==> src/rtl/hd44780_pkg.sv <==
// hd44780_pkg: constants, state encodings and init table shared by the
// HD44780 controller and its bus-cycle timer.
package hd44780_pkg;

    localparam logic [7:0] CMD_FUNC_8B2L = 8'h38;
    localparam logic [7:0] CMD_DISP_ON   = 8'h0C;
    localparam logic [7:0] CMD_CLEAR     = 8'h01;
    localparam logic [7:0] CMD_ENTRY_INC = 8'h06;
    localparam logic [7:0] CMD_SET_DDRAM = 8'h80;

    localparam logic [6:0] LINE0_BASE = 7'h00;
    localparam logic [6:0] LINE1_BASE = 7'h40;

    // Init table has six entries; step 4 is the clear.
    localparam logic [5:0] INIT_LAST  = 6'd5;
    localparam logic [5:0] INIT_CLEAR = 6'd4;

    typedef enum logic [2:0] {
        ST_POWER_WAIT,
        ST_INIT,
        ST_LINE,
        ST_CHARS,
        ST_IDLE
    } ctrl_state_e;

    typedef enum logic [2:0] {
        BC_IDLE,
        BC_SETUP,
        BC_EHI,
        BC_HOLD,
        BC_WAIT
    } bus_state_e;

    function automatic logic [7:0] init_cmd(input logic [2:0] step);
        logic [7:0] cmd;
        case (step)
            3'd0, 3'd1, 3'd2: cmd = CMD_FUNC_8B2L;
            3'd3:             cmd = CMD_DISP_ON;
            3'd4:             cmd = CMD_CLEAR;
            default:          cmd = CMD_ENTRY_INC;
        endcase
        return cmd;
    endfunction

endpackage

==> src/rtl/hd44780_bus_cycle.sv <==
// hd44780_bus_cycle: one LCD write cycle (SETUP, E high, HOLD, wait).
// Ports: clk/rst; go+rs/db/long_wait request; busy/done status;
// registered lcd_rs/lcd_e/lcd_db pins.
module hd44780_bus_cycle
    import hd44780_pkg::*;
#(
    parameter int T_EPW_CYC   = 6,
    parameter int T_EXEC_CYC  = 480,
    parameter int T_CLEAR_CYC = 19200
) (
    input  logic       clk,
    input  logic       rst,
    input  logic       go,
    input  logic       rs,
    input  logic [7:0] db,
    input  logic       long_wait,
    output logic       busy,
    output logic       done,
    output logic       lcd_rs,
    output logic       lcd_e,
    output logic [7:0] lcd_db
);

    localparam logic [19:0] EPW_LAST  = 20'(T_EPW_CYC - 1);
    localparam logic [19:0] EXEC_LAST = 20'(T_EXEC_CYC - 1);
    localparam logic [19:0] CLR_LAST  = 20'(T_CLEAR_CYC - 1);

    bus_state_e  state_q, state_d;
    logic [19:0] cnt_q, cnt_d;
    logic [19:0] wait_last;
    logic        rs_q, rs_d;
    logic [7:0]  db_q, db_d;
    logic        long_q, long_d;
    logic        e_q, e_d;
    logic        done_q, done_d;

    always_comb begin
        state_d   = state_q;
        cnt_d     = cnt_q;
        rs_d      = rs_q;
        db_d      = db_q;
        long_d    = long_q;
        done_d    = 1'b0;
        wait_last = long_q ? CLR_LAST : EXEC_LAST;
        unique case (state_q)
            BC_IDLE: begin
                if (go) begin
                    state_d = BC_SETUP;
                    rs_d    = rs;
                    db_d    = db;
                    long_d  = long_wait;
                end
            end
            BC_SETUP: begin
                state_d = BC_EHI;
                cnt_d   = '0;
            end
            BC_EHI: begin
                if (cnt_q == EPW_LAST) begin
                    state_d = BC_HOLD;
                    cnt_d   = '0;
                end else begin
                    cnt_d = cnt_q + 20'd1;
                end
            end
            BC_HOLD: begin
                state_d = BC_WAIT;
                cnt_d   = '0;
            end
            BC_WAIT: begin
                if (cnt_q == wait_last) begin
                    state_d = BC_IDLE;
                    done_d  = 1'b1;
                end else begin
                    cnt_d = cnt_q + 20'd1;
                end
            end
            default: state_d = BC_IDLE;
        endcase
        // E is registered from the next state so it lines up with EHI.
        e_d = (state_d == BC_EHI);
    end

    always_ff @(posedge clk or posedge rst) begin
        if (rst) begin
            state_q <= BC_IDLE;
            cnt_q   <= '0;
            rs_q    <= 1'b0;
            db_q    <= 8'h00;
            long_q  <= 1'b0;
            e_q     <= 1'b0;
            done_q  <= 1'b0;
        end else begin
            state_q <= state_d;
            cnt_q   <= cnt_d;
            rs_q    <= rs_d;
            db_q    <= db_d;
            long_q  <= long_d;
            e_q     <= e_d;
            done_q  <= done_d;
        end
    end

    assign busy   = (state_q != BC_IDLE);
    assign done   = done_q;
    assign lcd_rs = rs_q;
    assign lcd_e  = e_q;
    assign lcd_db = db_q;

endmodule

==> src/rtl/hd44780_ctrl.sv <==
// hd44780_ctrl: powers up an HD44780 in 8-bit mode and copies a two-line
// page from the character ROM. Ports: clk/rst, refresh, rom_addr/rom_data,
// lcd_rs/lcd_rw/lcd_e/lcd_db pins, ready (page written, idle).
module hd44780_ctrl
    import hd44780_pkg::*;
#(
    parameter int T_POWER_CYC = 600000,
    parameter int T_EPW_CYC   = 6,
    parameter int T_EXEC_CYC  = 480,
    parameter int T_CLEAR_CYC = 19200,
    parameter int COLS        = 16
) (
    input  logic       clk,
    input  logic       rst,
    input  logic       refresh,
    output logic [6:0] rom_addr,
    input  logic [7:0] rom_data,
    output logic       lcd_rs,
    output logic       lcd_rw,
    output logic       lcd_e,
    output logic [7:0] lcd_db,
    output logic       ready
);

    localparam logic [19:0] PWR_LAST = 20'(T_POWER_CYC - 1);
    localparam logic [5:0]  COL_LAST = 6'(COLS - 1);

    ctrl_state_e state_q, state_d;
    logic [19:0] pwr_q, pwr_d;
    // Init step in INIT, column in CHARS.
    logic [5:0]  idx_q, idx_d;
    logic        line_q, line_d;
    logic        issued_q, issued_d;
    logic        go_q, go_d;
    logic        rs_q, rs_d;
    logic        use_rom_q, use_rom_d;
    logic        long_q, long_d;
    logic [7:0]  cmd_q, cmd_d;
    logic [6:0]  addr_q, addr_d;
    logic        ready_q, ready_d;

    logic [6:0]  base;
    logic [7:0]  bc_db;
    logic        bc_busy;
    logic        bc_done;

    assign base  = line_q ? LINE1_BASE : LINE0_BASE;
    // ROM data goes straight to the latch; rom_addr settled a cycle earlier.
    assign bc_db = use_rom_q ? rom_data : cmd_q;

    always_comb begin
        state_d   = state_q;
        pwr_d     = pwr_q;
        idx_d     = idx_q;
        line_d    = line_q;
        issued_d  = issued_q;
        go_d      = 1'b0;
        rs_d      = rs_q;
        use_rom_d = use_rom_q;
        long_d    = long_q;
        cmd_d     = cmd_q;
        addr_d    = addr_q;
        ready_d   = ready_q;
        unique case (state_q)
            ST_POWER_WAIT: begin
                if (pwr_q == PWR_LAST) begin
                    state_d  = ST_INIT;
                    idx_d    = '0;
                    issued_d = 1'b0;
                end else begin
                    pwr_d = pwr_q + 20'd1;
                end
            end
            ST_INIT: begin
                if (!issued_q && !bc_busy) begin
                    go_d      = 1'b1;
                    issued_d  = 1'b1;
                    rs_d      = 1'b0;
                    use_rom_d = 1'b0;
                    cmd_d     = init_cmd(idx_q[2:0]);
                    long_d    = (idx_q == INIT_CLEAR);
                end else if (issued_q && bc_done) begin
                    issued_d = 1'b0;
                    if (idx_q == INIT_LAST) begin
                        state_d = ST_LINE;
                        line_d  = 1'b0;
                        idx_d   = '0;
                    end else begin
                        idx_d = idx_q + 6'd1;
                    end
                end
            end
            ST_LINE: begin
                if (!issued_q && !bc_busy) begin
                    go_d      = 1'b1;
                    issued_d  = 1'b1;
                    rs_d      = 1'b0;
                    use_rom_d = 1'b0;
                    long_d    = 1'b0;
                    cmd_d     = CMD_SET_DDRAM | {1'b0, base};
                end else if (issued_q && bc_done) begin
                    issued_d = 1'b0;
                    state_d  = ST_CHARS;
                    idx_d    = '0;
                end
            end
            ST_CHARS: begin
                if (!issued_q && !bc_busy) begin
                    go_d      = 1'b1;
                    issued_d  = 1'b1;
                    rs_d      = 1'b1;
                    use_rom_d = 1'b1;
                    long_d    = 1'b0;
                    addr_d    = base + {1'b0, idx_q};
                end else if (issued_q && bc_done) begin
                    issued_d = 1'b0;
                    if (idx_q == COL_LAST) begin
                        idx_d = '0;
                        if (line_q) begin
                            state_d = ST_IDLE;
                            ready_d = 1'b1;
                        end else begin
                            state_d = ST_LINE;
                            line_d  = 1'b1;
                        end
                    end else begin
                        idx_d = idx_q + 6'd1;
                    end
                end
            end
            ST_IDLE: begin
                if (refresh) begin
                    state_d  = ST_LINE;
                    ready_d  = 1'b0;
                    line_d   = 1'b0;
                    idx_d    = '0;
                    issued_d = 1'b0;
                end
            end
            default: state_d = ST_POWER_WAIT;
        endcase
    end

    always_ff @(posedge clk or posedge rst) begin
        if (rst) begin
            state_q   <= ST_POWER_WAIT;
            pwr_q     <= '0;
            idx_q     <= '0;
            line_q    <= 1'b0;
            issued_q  <= 1'b0;
            go_q      <= 1'b0;
            rs_q      <= 1'b0;
            use_rom_q <= 1'b0;
            long_q    <= 1'b0;
            cmd_q     <= 8'h00;
            addr_q    <= 7'h00;
            ready_q   <= 1'b0;
        end else begin
            state_q   <= state_d;
            pwr_q     <= pwr_d;
            idx_q     <= idx_d;
            line_q    <= line_d;
            issued_q  <= issued_d;
            go_q      <= go_d;
            rs_q      <= rs_d;
            use_rom_q <= use_rom_d;
            long_q    <= long_d;
            cmd_q     <= cmd_d;
            addr_q    <= addr_d;
            ready_q   <= ready_d;
        end
    end

    hd44780_bus_cycle #(
        .T_EPW_CYC  (T_EPW_CYC),
        .T_EXEC_CYC (T_EXEC_CYC),
        .T_CLEAR_CYC(T_CLEAR_CYC)
    ) u_bus (
        .clk      (clk),
        .rst      (rst),
        .go       (go_q),
        .rs       (rs_q),
        .db       (bc_db),
        .long_wait(long_q),
        .busy     (bc_busy),
        .done     (bc_done),
        .lcd_rs   (lcd_rs),
        .lcd_e    (lcd_e),
        .lcd_db   (lcd_db)
    );

    assign lcd_rw   = 1'b0;
    assign rom_addr = addr_q;
    assign ready    = ready_q;

endmodule

==> config.mk <==
export PLATFORM = sky130hd
export DESIGN_NAME = hd44780_ctrl
export DESIGN_NICKNAME = d
export VERILOG_FILES = /design/src/rtl/hd44780_pkg.sv /design/src/rtl/hd44780_bus_cycle.sv /design/src/rtl/hd44780_ctrl.sv
export SDC_FILE = /design/constraint.sdc
export NUM_CORES = 1
export LEC_CHECK = 0
export CAP_MARGIN = 40
export CORE_ASPECT_RATIO = 0.6
export CORE_UTILIZATION = 59
export CTS_CLUSTER_DIAMETER = 50
export DETAILED_ROUTE_END_ITERATION = 7
export PLACE_DENSITY_LB_ADDON = 0.1
export SLEW_MARGIN = 10
export SYNTH_ARGS = -nofsm -noshare
export SYNTH_HDL_FRONTEND = slang
export SYNTH_SLANG_ARGS = --single-unit
==> constraint.sdc <==
create_clock -name clk -period 3.4 [get_ports clk]
set_input_delay 0.68 -clock clk [delete_from_list [all_inputs] [get_ports clk]]
set_output_delay 0.68 -clock clk [all_outputs]
set_load 0.1 [all_outputs]
; ---- Word-level counts from Yosys, hierarchy flattened
; Cells that the tools add are included.
[word_totals]
register_bits = 85
inputBits = 11
out_inout_bits = 19
elab_cells = 156
[op_classes]
n_addsub = 4
n_eq_ne = 37
mux = 63
n_bitwise = 1
reduce_logical = 33
[ops]
columns = cell, count
row1 = $mux 6, 10
row2 = $pmux 20 s3, 1
row3 = $mux 3, 14
row4 = $add 20x1->20 const B, 2
row5 = $mux 20, 2
row6 = $ne 2x2->1 const B, 15
row7 = $pmux 3 s5, 2
row8 = $pmux 6 s5, 1
row9 = $mux 8, 3
row10 = $eq 3x2->1 const B, 7
row11 = $mux 1, 21
row12 = $eq 20x20->1, 1
row13 = $eq 20x20->1 const B, 1
row14 = $eq 20x3->1 const B, 1
row15 = $pmux 6 s3, 1
row16 = $pmux 8 s2, 1
row17 = $mux 15, 1
row18 = $eq 6x3->1 const B, 2
row19 = $reduce_bool 3->1, 4
row20 = $reduce_and 10->1, 1
row21 = $eq 3x1->1 const B, 3
row22 = $eq 3x3->1 const B, 3
row23 = $logic_not 3->1, 3
row24 = $reduce_and 3->1, 3
row25 = 20 further kinds, 35

; ---- Logic depth before layout (Yosys ltp)
[logic_depth]
depth_word = 5
ltp_mapped = 7
depth_no_buf = 7

; ---- Hierarchy
; From an unflattened synthesis, not the netlist that was laid out.
[hier_totals]
cells_unflattened = 446
hier_area_um2 = 4415.5
[modules_own_cells]
columns = module, instances, cells_each, area_each_um2, seq_area_each_um2
row1 = hd44780_ctrl, 1, 264, 2632.5, 1226.2
row2 = hd44780_bus_cycle, 1, 182, 1783.0, 875.8

; ---- Worst setup path before layout
; No wires, ideal clock.
[synth_path]
path_type = register to register
startpoint = register u_bus.cnt_q[5]
endpoint = register u_bus.cnt_q[5]
setup_time_ns = 0.127
t_arrival_ns = 1.971
required_ns = 3.273
path_slack_ns = 1.302
stages_incl_launch_ff = 6
n_path_buf = 0
period_less_slack_ns = 2.098
cell_sequence = dfrtp_1 > or4_4 > o21a_4 > o31ai_4 > a211o_2 > mux2_1
[synth_between]
elab_chain_cells = 3
word_cells_on_any_way = 8
cone_classes = add/sub: 1 / eq/ne: 3 / mux: 3 / reduce/logical: 1
[synth_rtl]
columns = item, line_no
row1 = start: declaration, hd44780_bus_cycle.sv:29  ; logic [19:0] cnt_q, cnt_d;
row2 = start signal: assignment, hd44780_bus_cycle.sv:95  ; cnt_q <= cnt_d;
row3 = "$add 20x1->20, or another cell as far along", "hd44780_bus_cycle.sv:63, hd44780_bus_cycle.sv:75"
row4 = "$mux 20, or another cell as far along", hd44780_bus_cycle.sv:71  ; if (cnt_q == wait_last) begin
row5 = $pmux 20 s3 / $reduce_and 2->1 (equally long branches), --
; Parallel ways exist; a longest one is shown, timed or not. The select of a mux whose other input is x is not followed.
; A chain may end at the register's enable or synchronous reset.

; ---- Worst setup path in the final report
[layout_path]
startpoint = register u_bus.cnt_q[0]
endpoint = register u_bus.cnt_q[13]
; Same word-level chain as after synthesis.

==> results <==
- The run finished with clean final reports.
- The critical path's largest stage delay is 0.59 ns.
- The count of mapped cells out of synthesis is 463.
- The achievable clock frequency is 420 MHz.
- The initial antenna violation count is 0.
- The buffering stage count on the worst path with inverters included is 0.
- Data on the critical path arrives at its endpoint at 2.58 ns.
- The longest clock path from root to sink contains 2 buffers.
- The clock network is responsible for 19.9% of the overall power.
- The distinct cell type count after synthesis is 70.
- Gates resized during post-CTS repair numbered 0.
- The worst-path cell with the longest stage delay is sky130_fd_sc_hd__nor4_4.
- For this block, the via count after detailed routing is 3729.
- Cells with a size suffix above 1 make up 12.5% of the layout.
- The yosys synthesis warning count is 0.
- Once the clock tree was built, the setup fixing pass inserted 0 buffers.
- The number of global-route vias before repair is 3367.
- Max-cap violations in this run came to 0.
- The total global routing overflow is 0.
- The routed design could run at a clock period as short as 2.38 ns.
- Setup violations remaining at the end of the flow were counted as 0.
- The die is 69.5 um tall.
- At the end of routability-driven placement, the weighted congestion stood at 0.908.
- In the layout the commonest cells are sky130_fd_sc_hd__dfrtp_1 (84), sky130_fd_sc_hd__nand2_1 (64), sky130_fd_sc_hd__a21oi_1 (25), sky130_fd_sc_hd__nand3_1 (24), sky130_fd_sc_hd__clkdlybuf4s50_1 (24).
- The final-layout worst hold slack is 0.475 ns.
- The cell class contributing the biggest share of worst-path delay is simple AND/OR/NAND/NOR gates.
- The TritonCTS clock tree is built.
- The net count after synthesis is 482.
- The proportion of power drawn by flip-flops and latches is 35.0%.
- The fraction of power consumed by combinational cells is 45.1%.
- Cells fill 73.0% of the core in the end.
- STA classifies the critical path endpoint as a flip-flop.
- In this run, synthesis produced a sequential element count of 84.
- The effective utilization at floorplan is 61.4%.
- After detailed routing, the average wire length per cell comes to 16.4 um.
- The average vias per placed instance is 6.11.
- The kind of start point of the critical path is a flip-flop.
- The first-pass detailed-route iteration total is 6.
- Between clock sinks in the finished design, the worst skew comes to 0.00497 ns.
- The required time of the worst setup path is 3.60 ns.
- The die covers 0.00795 mm2.
- The clock input transition at the sequential cells of the worst setup and hold paths is 0.06 ns.
- The cell sitting at the root of the clock tree is a sky130_fd_sc_hd__clkbuf_16.
- The global-route wire length before repair is 16800 um.
- Buffers placed on the I/O ports in this run total 28.
- Setup repair after global routing left no endpoint under its margin.
- The internal cell power is 2.42 mW.
- The clock sink count is 84.
- The first routing iteration left 410 violations.
- The overall global routing resource usage is 27.5%.
- Along the worst path, the maximum fanout reaches 11.
- The residual antenna-violating net count after detailed routing is 0.
- The leakage power is 2.33 nW.
- The largest voltage drop on the vdd net is 514 uV.
- After filler insertion, the fill cell instance count of the layout stands at 517.
- For the worst-skew pair, the clock arrives at the later sink with an insertion delay of 0.34 ns.
- The routed design has 10000 um of wire.
- The placed wire-length estimate is 7280 um.
- The pin slew with the least headroom to its limit is 0.612 ns.
- After synthesis, the mean cell area works out to 9.67 um2.
- The net total in the final layout is 521.
- The most common cell after layout, fill and taps aside is sky130_fd_sc_hd__dfrtp_1.
- Power spread over the standard cell area amounts to 814 mW/mm2.
- In this run the tightest slew margin relative to its limit is 58.9%.
- 30 I/O pins were placed.
- Summed over all nets, the switching power comes to 1.92 mW.
- Entering global routing, the biggest net connects 48 pins.
- The post-cts hold buffer count is 0.
- The CTS buffer count is 9.
- The path class of the tightest hold or removal check is reg2reg.
- The most used flip-flop cell after synthesis is sky130_fd_sc_hd__dfrtp_1.
- Walking the worst path, the cells encountered are ha_1 -> nand2_1 -> a2111o_1 -> nor4_4 -> or4_2 -> a21oi_1.
- Net switching is 44.2% of the power.
- In this run the standard cell core region covers 0.00730 mm2.
- The classification of the worst setup path is reg2reg.
- The total power is 4.34 mW.
- For this run, design rule violations remaining after detail routing come to 0.
- The netlist area before placement is 0.00448 mm2.
- The register area share after synthesis is 47.0%.
- The count of final max-slew check failures is 0.
- The number of levels the H-tree was split into is 3.
- The async set-reset flop share out of synthesis is 100%.
- The setup total negative slack is 0 ns.
- The horizontal extent of the die is 114 um.
- The synthesized design contains 0 enable-type register cells.
- The number of endpoints with negative hold slack in the final report is 0.
- The post-route fraction of the period consumed by the critical path is 70.0%.
- In this run the core area contains 24 standard-cell rows.
- The area added between synthesis and finish is 18.9%.
- 0 antenna diodes ended up in the layout.
-- power by group through the flow --
stage / sequential [mW] / combinational (mW) / clock (mW)
after global routing: 1.55 / 2.10 / 0.925
after detailed placement: 1.52 / 1.95 / 0
after floorplan: 1.96 / 0.874 / 0
final: 1.52 / 1.96 / 0.865
after global placement: 1.52 / 1.69 / 0
after CTS: 1.51 / 1.96 / 0.885
-- through the flow --
step                cells  instance area, um2  setup slack, ns
floorplan             463                4480            0.555
detailed placement    595                5070            0.821
global placement      580                4800            0.899
finish                610                5330             1.02
global route          610                5330            0.874
CTS                   610                5330             1.06
-- per-layer routing --
metal	vias to the layer above	part of all wire [%]	global-route usage [%]
li1	1763	-	-
met1	1810	51	42.7
met2	141	41	37.0
met3	15	7.0	7.95
met4	0	1.2	7.79
met5	-	0	0
-- cells by family after synthesis --
group | after synthesis | synth area share [%]
xor+xnor | 22 | 4.30
fa+ha+maj | 8 | 2.24
other cells | 1 | 0.0838
simple gates | 193 | 23.4
buf+inv | 37 | 3.94
flops | 84 | 47.0
mux | 16 | 3.69
compound gates | 102 | 15.4
-- final timing paths --
kind / start / to / depth (start not counted) / slack (ns)
min in group asynchronous: rst / rom_addr[5] / 2 / 0.56
setup reg to reg: u_bus.cnt_q[0] / u_bus.cnt_q[13] / 6 / 1.02
max in group asynchronous: rst / u_bus.cnt_q[16] / 4 / 2.17
hold / removal: long_q / u_bus.long_q / 2 / 0.48
setup / recovery: u_bus.cnt_q[0] / u_bus.cnt_q[13] / 6 / 1.02
hold reg to reg: long_q / u_bus.long_q / 2 / 0.48
-- sequential cells by signal (all words and copies together) (netlist names), 3 cells and up --
signal	cells
u_bus.lcd_db	8
pwr_q	20
rom_addr	7
u_bus.cnt_q	20
cmd_q	7
u_bus.state_q	3
idx_q	6
state_q	3
-- final cells by class --
type	count	area (um2)	share of cell area (%)
Multi-Input combinational cell	342	2200	41.3
Inverter	17	65.1	1.22
Sequential cell	84	2100	39.5
Clock buffer	10	229	4.30
Timing Repair Buffer	48	571	10.7
Clock inverter	5	30.0	0.564
Tap cell	104	130	2.44
-- worst register-to-register path, stage by stage (launching register included) --
cell                       delay (ns)
sky130_fd_sc_hd__dfrtp_1         0.44
sky130_fd_sc_hd__ha_1            0.22
sky130_fd_sc_hd__nand2_1         0.10
sky130_fd_sc_hd__a2111o_1        0.58
sky130_fd_sc_hd__nor4_4          0.60
sky130_fd_sc_hd__or4_2           0.24
sky130_fd_sc_hd__a21oi_1         0.06
-- synthesized netlist by cell type (2+ instances only) --
cell | instances | area, um2
sky130_fd_sc_hd__o21ai_0 | 23 | 115
sky130_fd_sc_hd__and2_1 | 5 | 31.3
sky130_fd_sc_hd__or3_1 | 10 | 62.6
sky130_fd_sc_hd__nor2_1 | 18 | 67.6
sky130_fd_sc_hd__mux2_2 | 3 | 33.8
sky130_fd_sc_hd__nand2b_1 | 3 | 18.8
sky130_fd_sc_hd__a31oi_1 | 5 | 31.3
sky130_fd_sc_hd__o311ai_1 | 2 | 17.5
sky130_fd_sc_hd__a22o_1 | 3 | 26.3
sky130_fd_sc_hd__ha_1 | 8 | 100
sky130_fd_sc_hd__o21ai_1 | 7 | 35.0
sky130_fd_sc_hd__nor3_1 | 15 | 75.1
sky130_fd_sc_hd__a21oi_1 | 25 | 125
sky130_fd_sc_hd__o41ai_1 | 2 | 17.5
sky130_fd_sc_hd__o31ai_1 | 12 | 90.1
sky130_fd_sc_hd__or4_1 | 6 | 45.0
sky130_fd_sc_hd__and4_1 | 2 | 17.5
sky130_fd_sc_hd__o31ai_4 | 2 | 42.5
sky130_fd_sc_hd__a21o_1 | 3 | 22.5
sky130_fd_sc_hd__nor4_2 | 2 | 25.0
sky130_fd_sc_hd__nand4_1 | 5 | 31.3
sky130_fd_sc_hd__nor4bb_1 | 2 | 20.0
sky130_fd_sc_hd__nand2_1 | 64 | 240
sky130_fd_sc_hd__o2111ai_1 | 2 | 17.5
sky130_fd_sc_hd__and3_1 | 9 | 56.3
sky130_fd_sc_hd__nor4_1 | 7 | 43.8
sky130_fd_sc_hd__nor4b_1 | 2 | 17.5
sky130_fd_sc_hd__xnor2_1 | 8 | 70.1
sky130_fd_sc_hd__inv_1 | 17 | 63.8
sky130_fd_sc_hd__nor2b_1 | 4 | 25.0
sky130_fd_sc_hd__nand3_1 | 24 | 120
sky130_fd_sc_hd__or2_2 | 2 | 12.5
sky130_fd_sc_hd__dfrtp_1 | 84 | 2100
sky130_fd_sc_hd__a21oi_2 | 2 | 17.5
sky130_fd_sc_hd__nor3b_1 | 2 | 15.0
sky130_fd_sc_hd__buf_2 | 6 | 30.0
sky130_fd_sc_hd__buf_6 | 3 | 33.8
sky130_fd_sc_hd__clkbuf_1 | 8 | 30.0
sky130_fd_sc_hd__xor2_1 | 14 | 123
sky130_fd_sc_hd__mux2i_1 | 12 | 120
Power figures use the tool's default switching activity.
